--- src/rtl/backbone_pkg.sv ---
// Shared definitions for the backbone product sequencer: state encoding and
// a constant-function ceiling log2 used to size index ports.
package backbone_pkg;

  typedef enum logic [1:0] {
    IDLE    = 2'b00,
    COMPUTE = 2'b01,
    OUT     = 2'b10
  } state_e;

  function automatic int unsigned clog2(input int unsigned value);
    int unsigned v;
    int unsigned r;
    r = 0;
    v = (value > 0) ? value - 1 : 0;
    while (v > 0) begin
      r = r + 1;
      v = v >> 1;
    end
    return r;
  endfunction

endpackage

--- src/rtl/fix_mul_sat.sv ---
// Unsigned fixed-point multiply: (a * b) >> FRAC_B, truncated, clamped to the
// width of a. Returns {sat, result}.
module fix_mul_sat #(
  parameter int unsigned DW_A   = 32,
  parameter int unsigned DW_B   = 8,
  parameter int unsigned FRAC_B = 7
) (
  input  logic [DW_A-1:0] a,
  input  logic [DW_B-1:0] b,
  output logic [DW_A:0]   res_c
);

  localparam int unsigned PW = DW_A + DW_B;

  logic [PW-1:0] prod;
  logic [PW-1:0] shifted;

  always_comb begin
    prod    = PW'(a) * PW'(b);
    shifted = prod >> FRAC_B;
    if (shifted > PW'({DW_A{1'b1}})) begin
      res_c = {1'b1, {DW_A{1'b1}}};
    end else begin
      res_c = {1'b0, shifted[DW_A-1:0]};
    end
  end

endmodule

--- src/rtl/backbone_product_seq.sv ---
// Sequential fixed-point product of the selected element at every backbone
// position except ind_j; one position per cycle, so latency is fixed at J+1.
module backbone_product_seq
  import backbone_pkg::*;
#(
  parameter int unsigned J        = 14,
  parameter int unsigned A        = 2,
  parameter int unsigned DW_IN    = 8,
  parameter int unsigned FRAC_IN  = 7,
  parameter int unsigned DW_OUT   = 32,
  parameter int unsigned FRAC_OUT = 28,
  localparam int unsigned J_WIDTH = clog2(J) + 1,
  localparam int unsigned A_WIDTH = clog2(A) + 1
) (
  input  logic                    clk,
  input  logic                    rst_n,
  input  logic [J*A*DW_IN-1:0]    alpha_u,
  input  logic [J*A_WIDTH-1:0]    x_initial,
  input  logic [J_WIDTH-1:0]      ind_j,
  input  logic                    din_tvalid,
  output logic                    din_tready,
  output logic                    m_tvalid,
  input  logic                    m_tready,
  output logic [DW_OUT-1:0]       m_tdata,
  output logic                    m_overflow,
  output logic                    m_sym_err
);

  localparam logic [DW_OUT-1:0] ACC_ONE = DW_OUT'(1) << FRAC_OUT;

  state_e                 state_q, state_d;
  logic [J*A*DW_IN-1:0]   alpha_q, alpha_d;
  logic [J*A_WIDTH-1:0]   x_q, x_d;
  logic [J_WIDTH-1:0]     ind_q, ind_d;
  logic [DW_OUT-1:0]      acc_q, acc_d;
  logic [J_WIDTH-1:0]     k_q, k_d;
  logic                   ovf_q, ovf_d;
  logic                   err_q, err_d;
  logic                   din_tready_d;
  logic                   m_tvalid_d;
  logic [DW_OUT-1:0]      m_tdata_d;
  logic                   m_overflow_d;
  logic                   m_sym_err_d;

  logic [A_WIDTH-1:0]     sym_c;
  logic [A_WIDTH-1:0]     sel_c;
  logic                   sym_bad_c;
  logic [DW_IN-1:0]       elem_c;
  logic [DW_OUT:0]        mul_c;

  // Element mux for position k; out-of-range symbols fall back to index 0.
  always_comb begin
    sym_c = '0;
    for (int unsigned j = 0; j < J; j++) begin
      if (k_q == J_WIDTH'(j)) sym_c = x_q[j*A_WIDTH +: A_WIDTH];
    end
    sym_bad_c = (sym_c >= A_WIDTH'(A));
    sel_c     = sym_bad_c ? '0 : sym_c;
    elem_c    = '0;
    for (int unsigned j = 0; j < J; j++) begin
      for (int unsigned a = 0; a < A; a++) begin
        if (k_q == J_WIDTH'(j) && sel_c == A_WIDTH'(a)) begin
          elem_c = alpha_q[(j*A+a)*DW_IN +: DW_IN];
        end
      end
    end
  end

  fix_mul_sat #(
    .DW_A   (DW_OUT),
    .DW_B   (DW_IN),
    .FRAC_B (FRAC_IN)
  ) u_mul (
    .a     (acc_q),
    .b     (elem_c),
    .res_c (mul_c)
  );

  // Next-state and datapath update.
  always_comb begin
    state_d      = state_q;
    alpha_d      = alpha_q;
    x_d          = x_q;
    ind_d        = ind_q;
    acc_d        = acc_q;
    k_d          = k_q;
    ovf_d        = ovf_q;
    err_d        = err_q;
    m_tdata_d    = m_tdata;
    m_overflow_d = m_overflow;
    m_sym_err_d  = m_sym_err;

    case (state_q)
      IDLE: begin
        if (din_tready && din_tvalid) begin
          alpha_d = alpha_u;
          x_d     = x_initial;
          ind_d   = ind_j;
          acc_d   = ACC_ONE;
          k_d     = '0;
          ovf_d   = 1'b0;
          err_d   = 1'b0;
          state_d = COMPUTE;
        end
      end
      COMPUTE: begin
        // Skipped position is a no-op cycle; a zero accumulator stays zero.
        if (k_q != ind_q) begin
          if (sym_bad_c) err_d = 1'b1;
          if (acc_q != '0) begin
            acc_d = mul_c[DW_OUT-1:0];
            if (mul_c[DW_OUT]) ovf_d = 1'b1;
          end
        end
        if (k_q == J_WIDTH'(J - 1)) begin
          k_d          = '0;
          state_d      = OUT;
          m_tdata_d    = acc_d;
          m_overflow_d = ovf_d;
          m_sym_err_d  = err_d;
        end else begin
          k_d = k_q + J_WIDTH'(1);
        end
      end
      OUT: begin
        if (m_tready) state_d = IDLE;
      end
      default: state_d = IDLE;
    endcase

    din_tready_d = (state_d == IDLE);
    m_tvalid_d   = (state_d == OUT);
  end

  // State, datapath and output registers.
  always_ff @(posedge clk or negedge rst_n) begin
    if (!rst_n) begin
      state_q    <= IDLE;
      alpha_q    <= '0;
      x_q        <= '0;
      ind_q      <= '0;
      acc_q      <= '0;
      k_q        <= '0;
      ovf_q      <= 1'b0;
      err_q      <= 1'b0;
      din_tready <= 1'b0;
      m_tvalid   <= 1'b0;
      m_tdata    <= '0;
      m_overflow <= 1'b0;
      m_sym_err  <= 1'b0;
    end else begin
      state_q    <= state_d;
      alpha_q    <= alpha_d;
      x_q        <= x_d;
      ind_q      <= ind_d;
      acc_q      <= acc_d;
      k_q        <= k_d;
      ovf_q      <= ovf_d;
      err_q      <= err_d;
      din_tready <= din_tready_d;
      m_tvalid   <= m_tvalid_d;
      m_tdata    <= m_tdata_d;
      m_overflow <= m_overflow_d;
      m_sym_err  <= m_sym_err_d;
    end
  end

endmodule
--- config.mk ---
export PLATFORM = sky130hd
export DESIGN_NAME = backbone_product_seq
export DESIGN_NICKNAME = d
export VERILOG_FILES = /design/src/rtl/backbone_pkg.sv /design/src/rtl/fix_mul_sat.sv /design/src/rtl/backbone_product_seq.sv
export SDC_FILE = /design/constraint.sdc
export NUM_CORES = 1
export LEC_CHECK = 0
export ABC_AREA = 0
export CORE_ASPECT_RATIO = 2
export CORE_MARGIN = 1
export CORE_UTILIZATION = 57
export CTS_CLUSTER_SIZE = 40
export DETAILED_ROUTE_END_ITERATION = 10
export PLACE_DENSITY = 0.82
export SYNTH_ARGS = -nofsm -noshare
export SYNTH_HDL_FRONTEND = slang
export SYNTH_HIERARCHICAL = 1
export SYNTH_SLANG_ARGS = --single-unit
--- constraint.sdc ---
create_clock -name clk -period 9.94 [get_ports clk]
set_input_delay 1.988 -clock clk [delete_from_list [all_inputs] [get_ports clk]]
set_output_delay 1.988 -clock clk [all_outputs]
set_load 0.005 [all_outputs]
==> report_table.html, run 1 <==
<table>
<tr><th>Metric</th><th>Value</th></tr>
<tr><th colspan="2">Status</th></tr>
<tr><td>Run status</td><td>complete, no violations</td></tr>
<tr><th colspan="2">Hold path</th></tr>
<tr><td>Worst min-delay path endpoint</td><td>alpha_q[170]</td></tr>
<tr><td>Hold Path Stages</td><td>2</td></tr>
<tr><td>Hold path start</td><td>alpha_q[170]</td></tr>
<tr><td>Min-delay worst type</td><td>reg -&gt; reg</td></tr>
<tr><th colspan="2">Timing</th></tr>
<tr><td>Number of max-slew violations in the final report</td><td>0</td></tr>
<tr><td>Shortest period the worst path allows</td><td>9.57 ns</td></tr>
<tr><td>Max frequency</td><td>0.104 GHz</td></tr>
<tr><td>Post-Route Setup TNS</td><td>0 ns</td></tr>
<tr><td>Setup repair after global routing missed its margin</td><td>false</td></tr>
<tr><td>Hold violation count in the final report</td><td>0</td></tr>
<tr><td>Number of setup violations in the final report</td><td>0</td></tr>
<tr><td>Skew final</td><td>0.0129 ns</td></tr>
<tr><td>Transition at the pin with the smallest max-transition slack</td><td>1.11 ns</td></tr>
<tr><td>Period utilization</td><td>0.963</td></tr>
<tr><td>Relative max-transition margin</td><td>0.258</td></tr>
<tr><th colspan="2">Worst setup path</th></tr>
<tr><td>Top delay family on crit path</td><td>compound AO/OA/AOI/OAI gates</td></tr>
<tr><td>Critical Path AT</td><td>10.02 ns</td></tr>
<tr><td>Endpoint type of the worst setup path</td><td>register</td></tr>
<tr><td>Worst R2R Path Depth</td><td>37</td></tr>
<tr><td>Minimum setup slack among reg-to-reg paths</td><td>0.37 ns</td></tr>
<tr><td>Required time of the critical path</td><td>10.38 ns</td></tr>
<tr><td>Slowest cell on the critical path</td><td>sky130_fd_sc_hd__fa_1</td></tr>
<tr><td>Critical-path maximum fanout</td><td>17</td></tr>
<tr><td>Most used cell along the critical path</td><td>sky130_fd_sc_hd__buf_4</td></tr>
<tr><td>CP peak stage delay</td><td>0.53 ns</td></tr>
<tr><td>Worst Path Buf+Inv</td><td>9</td></tr>
<tr><td>Origin of the critical flop-to-flop path</td><td>k_q[0]</td></tr>
<tr><td>Type of the worst setup path</td><td>reg -&gt; reg</td></tr>
<tr><td>Startpoint type of the worst setup path</td><td>register</td></tr>
<tr><td>Worst reg2reg endpoint</td><td>m_tdata[28]</td></tr>
<tr><th colspan="2">Floorplanning</th></tr>
<tr><td>Die Span Y</td><td>290 um</td></tr>
<tr><td>Die Wd</td><td>146 um</td></tr>
<tr><td>Starting density of the core</td><td>0.577</td></tr>
<tr><td>Floorplan core area</td><td>40900 um^2</td></tr>
<tr><td>Number of rows in the core area</td><td>105</td></tr>
<tr><td>DIE AREA</td><td>42200 um^2</td></tr>
<tr><td>Top-level port count</td><td>297</td></tr>
<tr><th colspan="2">Yosys</th></tr>
<tr><td>Number of synthesized flops with an enable pin</td><td>0</td></tr>
<tr><td>Post-Syn Area per Cell</td><td>8.51 um^2</td></tr>
<tr><td>Synthesized area</td><td>23600 um^2</td></tr>
<tr><td>Number of warning messages in the yosys log</td><td>6</td></tr>
<tr><td>Dominant cells by area after synthesis</td><td>sky130_fd_sc_hd__dfrtp_1 (35%), sky130_fd_sc_hd__nand2_1 (16%), sky130_fd_sc_hd__fa_1 (15%)</td></tr>
<tr><td>Leading cell types by count after synthesis</td><td>sky130_fd_sc_hd__nand2_1 (992), sky130_fd_sc_hd__dfrtp_1 (334), sky130_fd_sc_hd__and2_1 (204)</td></tr>
<tr><td>Number of flip-flops and latches in the synthesized netlist</td><td>334</td></tr>
<tr><td>FFs w/ async S/R, synth</td><td>1.00</td></tr>
<tr><td>Post-Synthesis Cells</td><td>2768</td></tr>
<tr><td>Library cells used by synthesis</td><td>70</td></tr>
<tr><td>Sequential area share after synthesis</td><td>0.355</td></tr>
<tr><td>Most numerous cell in the Yosys netlist</td><td>sky130_fd_sc_hd__nand2_1</td></tr>
<tr><td>Fraction of post-synthesis cell area in the top cell type by area</td><td>0.355</td></tr>
<tr><td>Top FF cell, synth</td><td>sky130_fd_sc_hd__dfrtp_1</td></tr>
<tr><td>Synthesized Nets</td><td>3269</td></tr>
<tr><td>Area leader, netlist</td><td>sky130_fd_sc_hd__dfrtp_1</td></tr>
<tr><th colspan="2">Global route</th></tr>
<tr><td>Overall fraction of global-route tracks in use</td><td>0.383</td></tr>
<tr><td>Wire length of the first global-routing pass</td><td>122 mm</td></tr>
<tr><td>Total overflow reported by the global router</td><td>0</td></tr>
<tr><td>Largest net degree at the start of global routing</td><td>154</td></tr>
<tr><td>Via count of the first global-routing pass</td><td>22000</td></tr>
<tr><td>Initial antenna violation count</td><td>5</td></tr>
<tr><th colspan="2">Layout</th></tr>
<tr><td>Area delta synth-&gt;final</td><td>22.5%</td></tr>
<tr><td>Multi-input logic area</td><td>14000 um^2</td></tr>
<tr><td>Combined flip-flop and latch cell area</td><td>8360 um^2</td></tr>
<tr><td>Total Nets Final</td><td>3578</td></tr>
<tr><td>Utilization after layout</td><td>0.706</td></tr>
<tr><td>Filler Cell Count</td><td>3198</td></tr>
<tr><td>Share of final-layout standard cells stronger than drive strength 1</td><td>0.0858</td></tr>
<tr><th colspan="2">Clock network</th></tr>
<tr><td>Cts bufs inserted</td><td>30</td></tr>
<tr><td>CTS Root Cell</td><td>sky130_fd_sc_hd__clkbuf_16</td></tr>
<tr><td>Worst-case clock buffer depth</td><td>3</td></tr>
<tr><td>Deepest level of the CTS H-tree</td><td>1</td></tr>
<tr><td>Clock latency on the worst-skew pair</td><td>0.59 ns</td></tr>
<tr><td>Clock-pin slew reported for the worst setup and hold paths after clock tree synthesis</td><td>0.08 ns</td></tr>
<tr><td>Hold buffers post-CTS</td><td>0</td></tr>
<tr><td>Clock tree from TritonCTS</td><td>built</td></tr>
<tr><td>Post-CTS setup buffer count</td><td>0</td></tr>
<tr><td>Number of clock sinks seen by CTS</td><td>334</td></tr>
<tr><td>Number of gates resized after CTS</td><td>0</td></tr>
<tr><th colspan="2">Route</th></tr>
<tr><td>Number of nets with antenna violations after routing</td><td>0</td></tr>
<tr><td>Count of TritonRoute iterations in the first routing pass</td><td>5</td></tr>
<tr><td>Drt wl/cell</td><td>21.8 um</td></tr>
<tr><td>Total wirelength of the detailed-routed design</td><td>79.4 mm</td></tr>
<tr><td>DR iter-0 viols</td><td>1302</td></tr>
<tr><td>Detailed-route via count</td><td>20800</td></tr>
<tr><td>Post-DR vias/cell</td><td>5.71</td></tr>
<tr><td>DRC Markers</td><td>0</td></tr>
<tr><th colspan="2">Job</th></tr>
<tr><td>Max-cap violations</td><td>0</td></tr>
<tr><th colspan="2">Place</th></tr>
<tr><td>Detailed placement HPWL</td><td>61.6 mm</td></tr>
<tr><td>Port buffer count</td><td>296</td></tr>
<tr><td>Final Wtd Congestion</td><td>0.952</td></tr>
</table>
## layout by cell type (no fill, tap or decap), drive strengths merged, types with 33 or more instances in the layout
cell type and instances:
nand2 1021, dfrtp 334, clkdlybuf4s50 295, and2 204
inv 185, fa 179, buf 135, o21ai 86
a21oi 71, ha 61, mux2i 56, nor2 53
clkbuf 41, a31oi 33, and3 33
## cell type report
type                            count  share of cell area
Multi-Input combinational cell   2097               0.487
Sequential cell                   334               0.290
Timing Repair Buffer              430               0.140
Clock buffer                       41              0.0306
Inverter                          184              0.0239
Tap cell                          535              0.0232
Clock inverter                     14             0.00507
Antenna cell                        5            0.000434
## through the flow
| step | cells | cell area (um^2) | setup slack [ns] | hold slack, ns |
|---|---|---|---|---|
| finish | 3640 | 28900 | 0.367 | 0.474 |
| floorplan | 2768 | 23600 | 1.70 | 0.437 |
| detailed placement | 3580 | 27800 | 0.0827 | 0.462 |
| global placement | 3580 | 27800 | 0.218 | 0.455 |
| global route | 3640 | 28900 | 0.0421 | 0.495 |
| CTS | 3635 | 28800 | 0.0694 | 0.479 |
## worst max-delay path by stage
stage / from / to / slack, ns / depth (start not counted)
final: k_q[0] / m_tdata[28] / 0.37 / 37
after global routing: k_q[0] / m_tdata[24] / 0.04 / 40
after CTS: k_q[0] / m_tdata[28] / 0.07 / 38
after detailed placement: k_q[0] / m_tdata[28] / 0.08 / 38
after global placement: k_q[2] / m_tdata[28] / 0.22 / 36
after floorplan: k_q[1] / m_tdata[29] / 1.70 / 38
## registers in the layout, indices dropped and copies added (netlist names)
signal and cells:
err_q 1, alpha_q 224, k_q 5, m_overflow 1, m_tdata 32, m_tvalid 1
x_q 28, din_tready 1, state_q 2, acc_q 32, m_sym_err 1, ovf_q 1
ind_q 5
## kinds of logic (layout without fill, tap and decap cells)
| logic type | count (synthesis) | count (layout) | synth area share |
|---|---|---|---|
| and+or+nand+nor | 1408 | 1408 | 0.264 |
| AOI/OAI and AO/OA | 356 | 356 | 0.102 |
| buffers and inverters | 337 | 669 | 0.0570 |
| DFF | 334 | 334 | 0.355 |
| adders and majority gates | 240 | 240 | 0.185 |
| muxes | 56 | 56 | 0.0238 |
| xor gates and xnor gates | 37 | 37 | 0.0141 |
| other | 0 | 5 | 0 |
## worst register-to-register path, delay by kind of cell, from the launching register on
kind	cells	cell delay [ns]
XOR/XNOR	1	0.26
adder cells (fa/ha/maj)	6	2.72
buffers and inverters	9	1.49
multiplexers	2	0.60
AO/OA/AOI/OAI	14	2.85
flip-flops	1	0.48
AND/OR/NAND/NOR	5	1.05
## per-layer routing
layer | routed length [um] | GRT usage | vias to the layer above | part of all wire
li1 | - | - | 9496 | -
met1 | 26100 | 0.391 | 10100 | 0.33
met2 | 41700 | 0.693 | 854 | 0.53
met3 | 3620 | 0.0403 | 302 | 0.046
met4 | 7950 | 0.348 | 0 | 0.10
met5 | 0 | 0 | - | 0
Power of run 1 is not shown: default switching activity piles up to over one toggle a cycle in this logic, so the estimate is an artifact.
==> inputs of run 2 (changes only) <==
Settings changed: ABC_AREA 0 to unset, GPL_ROUTABILITY_DRIVEN set to 0.
==> run 2 against run 1 <==
Compared with the run above: worst hold slack lost 0.0025 ns; final cell count shrank 1.9%; non-clock buffer count shrank 68; register-to-register slack lost 0.02 ns; design area shrank 1.6%; critical path depth shrank 1; count of clock-buffer cells in the layout grew 3; largest cell class unchanged.
==> report_table.html, run 2 (same netlist as run 1, synthesis figures left out) <==
<table>
<tr><th>Metric</th><th>Value</th></tr>
<tr><th colspan="2">Status</th></tr>
<tr><td>Run status</td><td>complete, no violations</td></tr>
<tr><th colspan="2">Worst setup path</th></tr>
<tr><td>Critical-path maximum fanout</td><td>42</td></tr>
<tr><td>Startpoint type of the worst setup path</td><td>register</td></tr>
<tr><td>Top delay family on crit path</td><td>compound AO/OA/AOI/OAI gates</td></tr>
<tr><td>Slowest cell on the critical path</td><td>sky130_fd_sc_hd__fa_1</td></tr>
<tr><td>Endpoint type of the worst setup path</td><td>register</td></tr>
<tr><td>Required time of the critical path</td><td>10.38 ns</td></tr>
<tr><td>Worst Path Buf+Inv</td><td>9</td></tr>
<tr><td>Critical Path AT</td><td>10.03 ns</td></tr>
<tr><td>CP peak stage delay</td><td>0.56 ns</td></tr>
<tr><td>Type of the worst setup path</td><td>reg -&gt; reg</td></tr>
<tr><th colspan="2">Global route</th></tr>
<tr><td>Initial antenna violation count</td><td>2</td></tr>
<tr><td>Via count of the first global-routing pass</td><td>22400</td></tr>
<tr><td>Wire length of the first global-routing pass</td><td>121 mm</td></tr>
<tr><td>Overall fraction of global-route tracks in use</td><td>0.382</td></tr>
<tr><td>Total overflow reported by the global router</td><td>0</td></tr>
<tr><td>Largest net degree at the start of global routing</td><td>279</td></tr>
<tr><th colspan="2">Timing</th></tr>
<tr><td>Tightest hold margin</td><td>0.472 ns</td></tr>
<tr><td>Hold violation count in the final report</td><td>0</td></tr>
<tr><td>Post-Route Setup TNS</td><td>0 ns</td></tr>
<tr><td>Shortest period the worst path allows</td><td>9.60 ns</td></tr>
<tr><td>Setup repair after global routing missed its margin</td><td>false</td></tr>
<tr><td>Skew final</td><td>0.0209 ns</td></tr>
<tr><td>Transition at the pin with the smallest max-transition slack</td><td>1.20 ns</td></tr>
<tr><td>Number of max-slew violations in the final report</td><td>0</td></tr>
<tr><td>Relative max-transition margin</td><td>0.202</td></tr>
<tr><td>Number of setup violations in the final report</td><td>0</td></tr>
<tr><td>Max frequency</td><td>0.104 GHz</td></tr>
<tr><td>Period utilization</td><td>0.965</td></tr>
<tr><th colspan="2">Floorplanning</th></tr>
<tr><td>Die Wd</td><td>146 um</td></tr>
<tr><td>DIE AREA</td><td>42200 um^2</td></tr>
<tr><td>Top-level port count</td><td>297</td></tr>
<tr><td>Die Span Y</td><td>290 um</td></tr>
<tr><td>Floorplan core area</td><td>40900 um^2</td></tr>
<tr><td>Starting density of the core</td><td>0.577</td></tr>
<tr><td>Number of rows in the core area</td><td>105</td></tr>
<tr><th colspan="2">Route</th></tr>
<tr><td>DRC Markers</td><td>0</td></tr>
<tr><td>DR iter-0 viols</td><td>2146</td></tr>
<tr><td>Number of nets with antenna violations after routing</td><td>0</td></tr>
<tr><td>Count of TritonRoute iterations in the first routing pass</td><td>6</td></tr>
<tr><td>Detailed-route via count</td><td>21400</td></tr>
<tr><td>Post-DR vias/cell</td><td>5.99</td></tr>
<tr><td>Drt wl/cell</td><td>22.2 um</td></tr>
<tr><td>Total wirelength of the detailed-routed design</td><td>79.1 mm</td></tr>
<tr><th colspan="2">Layout</th></tr>
<tr><td>Largest register by flop count</td><td>alpha_q</td></tr>
<tr><td>Share of final-layout standard cells stronger than drive strength 1</td><td>0.0663</td></tr>
<tr><td>Non-Filler Cell Area, Final</td><td>28400 um^2</td></tr>
<tr><td>Number of flip-flops in the largest register</td><td>224</td></tr>
<tr><td>Total Nets Final</td><td>3510</td></tr>
<tr><td>Most common library cell in the layout ignoring fill and taps</td><td>sky130_fd_sc_hd__nand2_1</td></tr>
<tr><td>Area delta synth-&gt;final</td><td>20.6%</td></tr>
<tr><td>Top library cells by usage in the layout, fill and taps aside</td><td>sky130_fd_sc_hd__nand2_1 (990), sky130_fd_sc_hd__dfrtp_1 (331), sky130_fd_sc_hd__clkdlybuf4s50_1 (295), sky130_fd_sc_hd__and2_1 (203), sky130_fd_sc_hd__inv_1 (183)</td></tr>
<tr><td>Biggest registers after layout</td><td>alpha_q (224), acc_q (32), m_tdata (32)</td></tr>
<tr><td>Filler Cell Count</td><td>3135</td></tr>
<tr><th colspan="2">Clock network</th></tr>
<tr><td>Number of clock sinks seen by CTS</td><td>334</td></tr>
<tr><td>Clock-pin slew reported for the worst setup and hold paths after clock tree synthesis</td><td>0.07 ns</td></tr>
<tr><td>CTS Root Cell</td><td>sky130_fd_sc_hd__clkbuf_16</td></tr>
<tr><td>Cts bufs inserted</td><td>30</td></tr>
<tr><td>Worst-case clock buffer depth</td><td>3</td></tr>
<tr><td>Clock tree from TritonCTS</td><td>built</td></tr>
<tr><td>Clock latency on the worst-skew pair</td><td>0.60 ns</td></tr>
<tr><td>Deepest level of the CTS H-tree</td><td>1</td></tr>
<tr><th colspan="2">Place</th></tr>
<tr><td>Detailed placement HPWL</td><td>57.8 mm</td></tr>
<tr><td>Port buffer count</td><td>296</td></tr>
<tr><td>Area post-placement</td><td>27200 um^2</td></tr>
<tr><th colspan="2">Hold path</th></tr>
<tr><td>Min-delay worst type</td><td>reg -&gt; reg</td></tr>
<tr><th colspan="2">Job</th></tr>
<tr><td>Max-cap violations</td><td>0</td></tr>
</table>
[run 2: cell types whose count changed in the layout (fill, tap and decap cells not counted), moves of 2 or more]
cell / delta
sky130_fd_sc_hd__a211oi_1: -2
sky130_fd_sc_hd__o31ai_1: -2
sky130_fd_sc_hd__buf_12: +3
sky130_fd_sc_hd__buf_4: -74
sky130_fd_sc_hd__mux2i_4: +2
sky130_fd_sc_hd__mux2i_1: -3
sky130_fd_sc_hd__clkinv_4: -3
sky130_fd_sc_hd__a211oi_2: +2
sky130_fd_sc_hd__diode_2: -2
sky130_fd_sc_hd__clkbuf_1: +4
sky130_fd_sc_hd__o311ai_1: -2
sky130_fd_sc_hd__o31ai_2: +2
sky130_fd_sc_hd__inv_6: +2
[run 2: repair_timing]
item,4_1_cts,5_1_grt
hold buffers,0,0
resized for setup,0,29
setup buffers,0,9
setup endpoints to repair,0,66
[run 2: cell type report]
type	count	area, um^2	area share
antenna	3	7.51	0.000264
clock buffer	44	885	0.0311
clock inverter	11	98.8	0.00348
inverter	184	691	0.0243
multi-input combinational	2097	14100	0.497
sequential	334	8360	0.294
tap	535	669	0.0236
timing repair buffer	362	3580	0.126
[run 2: stage by stage]
stage	worst slack (ns)	util	std cells
2_1_floorplan	1.70	-	2768
6_report	0.344	0.695	3570
5_1_grt	0.0272	0.695	3568
4_1_cts	0.0536	0.689	3556
3_5_place_dp	0.0723	0.665	3501
3_3_place_gp	0.428	0.665	3501
[run 2: worst min-delay path: cells and delay by family, from the launching register on]
kind             cells  cell delay, ns
flip-flops           1            0.34
AND/OR/NAND/NOR      2            0.10
[run 2: final timing paths]
path                             start            to  slack, ns  cells after the start
setup / recovery                k_q[1]   m_tdata[30]       0.34                     36
hold / removal             alpha_q[76]   alpha_q[76]       0.47                      2
setup reg to reg                k_q[1]   m_tdata[30]       0.34                     36
hold reg to reg            alpha_q[76]   alpha_q[76]       0.47                      2
max in group asynchronous        rst_n   alpha_q[60]       6.34                      3
min in group asynchronous        rst_n  alpha_q[153]       1.46                      1
[run 2: metal layers]
metal / share of wire / global-route usage
met1: 0.31 / 0.388
met2: 0.51 / 0.665
met3: 0.074 / 0.0656
met4: 0.11 / 0.364
met5: 0.00014 / 0
Power of run 2 is left out for the same reason.
